$ cat src/rtl/ha_response_checker_misr.sv
// Multiple-input signature register: Galois shift with a 2-bit input
// folded into the low bits each enabled cycle.
module misr #(
  parameter int               W    = 16,
  parameter logic [W-1:0]     POLY = W'(16'h1021),
  parameter logic [W-1:0]     SEED = W'(16'hFFFF)
) (
  input  logic         clk,
  input  logic         rst,
  input  logic         load,
  input  logic         en,
  input  logic [1:0]   din,
  output logic [W-1:0] sig
);

  logic [W-1:0] sig_nxt;

  always_comb begin
    sig_nxt = {sig[W-2:0], 1'b0} ^ (sig[W-1] ? POLY : '0) ^ {{(W-2){1'b0}}, din};
  end

  always_ff @(posedge clk) begin
    if (rst || load) sig <= SEED;
    else if (en)     sig <= sig_nxt;
  end

endmodule

$ cat config.mk
export PLATFORM = sky130hd
export DESIGN_NAME = misr
export DESIGN_NICKNAME = d
export VERILOG_FILES = /design/src/rtl/ha_response_checker_misr.sv
export SDC_FILE = /design/constraint.sdc
export NUM_CORES = 1
export LEC_CHECK = 0
export ABC_AREA = 1
export ABC_CLOCK_PERIOD_IN_PS = 800
export CAP_MARGIN = 10
export CORE_MARGIN = 3
export CORE_UTILIZATION = 41
export DETAILED_ROUTE_END_ITERATION = 7
export PLACE_DENSITY = 0.81
export SETUP_SLACK_MARGIN = 0.4
export SYNTH_ARGS = -nofsm -noshare
export SYNTH_HDL_FRONTEND = slang
export SYNTH_SLANG_ARGS = --single-unit
$ cat constraint.sdc
create_clock -name clk -period 0.8 [get_ports clk]
set_input_delay 0.16 -clock clk [delete_from_list [all_inputs] [get_ports clk]]
set_output_delay 0.16 -clock clk [all_outputs]
set_load 0.03 [all_outputs]
==> metrics.cfg <==
[placement]
dpl.hpwl_um=1040
io_buffers=21
gp_congestion=0.769

[route]
routed-wl-met2_um=1350
wl_per_cell_um=14.9
via_per_inst=4.80
num_vias=807
top_layer=met4
drt_iter0_markers=10
m1WireLength_um=895
wl_met3_um=160
first_pass_iters=4
drt.antenna.violating_nets=0
routed_wl_um=2500
drc=0

[sta]
max_freq_mhz=1050
finalSetupViolCount=21
min_period_ns=0.949
layout_setup_ws_ns=-0.149
rsz0062_at_grt=true
worst_slew_pin_slew_ns=0.249
drv_slew=0
fin_crit_sh_pct=119
slew_headroom_pct=83.3
finalHoldViolCount=0
finClkSkew_ns=0.0125

[yosys]
syn_area_per_cell_sq_um=7.41
ys_seq_elements=16
yosysSeqAreaShare_pct=41.2
ys_types=12
netlist_area_sq_um=778
syn_nets=111
yosysWarningCount=0
synth_cells=105

[final_layout]
area_delta_synth_final_pct=81.7
fill_cells=101
nets=150
seqCellArea_sq_um=350
final_core_util_pct=80.1
top_register=sig
multi_input_area_sq_um=383
largestRegisters=sig (16)
num_antenna_cells=0
largest_reg_flops=16
drive_gt1_share_pct=69.9

[floorplanning]
die_h_um=49.6
die_x_um=49.6
pin_count=22
die-area_sq_um=2460
start_util_pct=44.1
core_sq_um=1760
rows=15

[global_routing]
gr-total-overflow=0
grt_pass1_vias=772
grt_max_degree=13
track_usage_pct=18.6
antenna_found_initial=0
grt_pass1_wl_um=3370

[critical_path]
slowest_delay_ns=0.36
r2r_slack_ns=-0.08
reg2regPathDepth=6
critPathTopFamily=flip-flops
reg2reg_from=sig[15]
rr_endpoint=sig[5]
worstPathMaxFanout=2
crit_type=reg2out
critPathBufInv=1
cp_slowest_cell=dfxtp_2
cp_cell_sequence=buf_6
crit_path_start_kind=register
cp.arrival_ns=0.79
end_kind=primary output
critPathRequiredTime_ns=0.64

[power]
leakagePower_nw=0.679
power.density_nw_per_um2=1290
total_power_w=0.00182
vdd_ir_drop_max_mv=0.762

[clocking]
hold_buffers=0
tritoncts=built
clock-sinks=16
htreeDepth=1
cts.clk_slew.worst_paths_ns=0.10
cts_max_path_buffers=2
cts-root-buf=clkbuf_4
clock_latency_ns=0.30
cts_buffers=3

[run_status]
violations=negative setup slack
status=complete, but fails checks

[hold_path]
holdPathEnd=sig[4]
min_path_type=in2reg
hold_depth=4
min-delay-start=rst

[flow_run]
drv_cap=0

## kinds of logic (layout without fill, tap and decap cells)
group | count (synthesis) | after routing | synth area share (%)
AND/OR/NAND/NOR | 59 | 59 | 31.8
buffers and inverters | 27 | 65 | 22.8
flip-flops | 16 | 16 | 41.2
AO/OA/AOI/OAI | 3 | 3 | 4.18
## placed cells by master, fill, tap and decap left out, types with 5 or more instances in the layout
cell type  netlist  final
nor2_1           7      7
nand2_2          0     13
nand2_1         41     24
dfxtp_2          0     12
inv_2            1      5
buf_4           14      9
buf_6            1     32
nand3_2          0      8
## through the flow
step	hold slack [ns]	instance area, sq um	setup WS, ns	TNS [ns]	std cells
global route	0.386	1410	-0.175	-3.07	168
CTS	0.369	1270	-0.148	-2.24	160
detailed placement	0.454	926	-0.412	-6.05	138
global placement	0.449	926	-0.379	-5.68	138
floorplan	0.262	866	0.0676	0	105
finish	0.371	1410	-0.149	-2.43	168
## worst max-delay path by stage
stage	start	end	slack, ns	depth (start not counted)
floorplan	sig[15]	sig[5]	0.07	5
global placement	en	sig[3]	-0.38	5
detailed placement	en	sig[6]	-0.41	5
CTS	sig[0]	sig[0]	-0.15	1
global route	sig[13]	sig[13]	-0.17	1
finish	sig[13]	sig[13]	-0.15	1
## where the power goes
| group | internal, W | total, W | switching (W) |
|---|---|---|---|
| Clock | 0.000194 | 0.000463 | 0.000269 |
| Combinational | 0.000256 | 0.000513 | 0.000257 |
| Sequential | 0.000822 | 0.000847 | 0.0000240 |
## routing by layer
| metal | track usage, % | vias up |
|---|---|---|
| met4 | 13.4 | 0 |
| met3 | 5.14 | 11 |
| met1 | 19.4 | 370 |
| li1 | - | 384 |
| met2 | 31.7 | 42 |
| met5 | 0 | - |
## worst reg2reg max path, cell delays in order (launching register included)
cell	delay, ns
dfxtp_4	0.36
buf_4	0.13
inv_4	0.04
nand2_1	0.06
nand2_1	0.07
nand2_1	0.07
nand2_1	0.05
## synthesized netlist by cell type
library cell,count,area share [%]
buf_12,1,2.6
nand2_1,41,20
inv_1,10,4.8
nor2_4,2,2.9
nor2_1,7,3.4
buf_4,14,14
o211ai_1,1,0.96
inv_2,1,0.48
o211ai_2,2,3.2
nand3_1,9,5.8
buf_6,1,1.4
dfxtp_1,16,41
## final cells by class
type / instances / area share [%]
Clock buffer: 4 / 1.86
Inverter: 11 / 3.27
Multi-Input combinational cell: 62 / 27.1
Sequential cell: 16 / 24.8
Tap cell: 25 / 2.21
Timing Repair Buffer: 50 / 40.8
## what timing repair did
action / CTS / global route
setup buffers: 16 / 8
gates cloned: 2 / 0
pin swaps: 10 / 12
resized for setup: 49 / 23
setup endpoints to repair: 32 / 32
(Power assumes the default switching activity.)
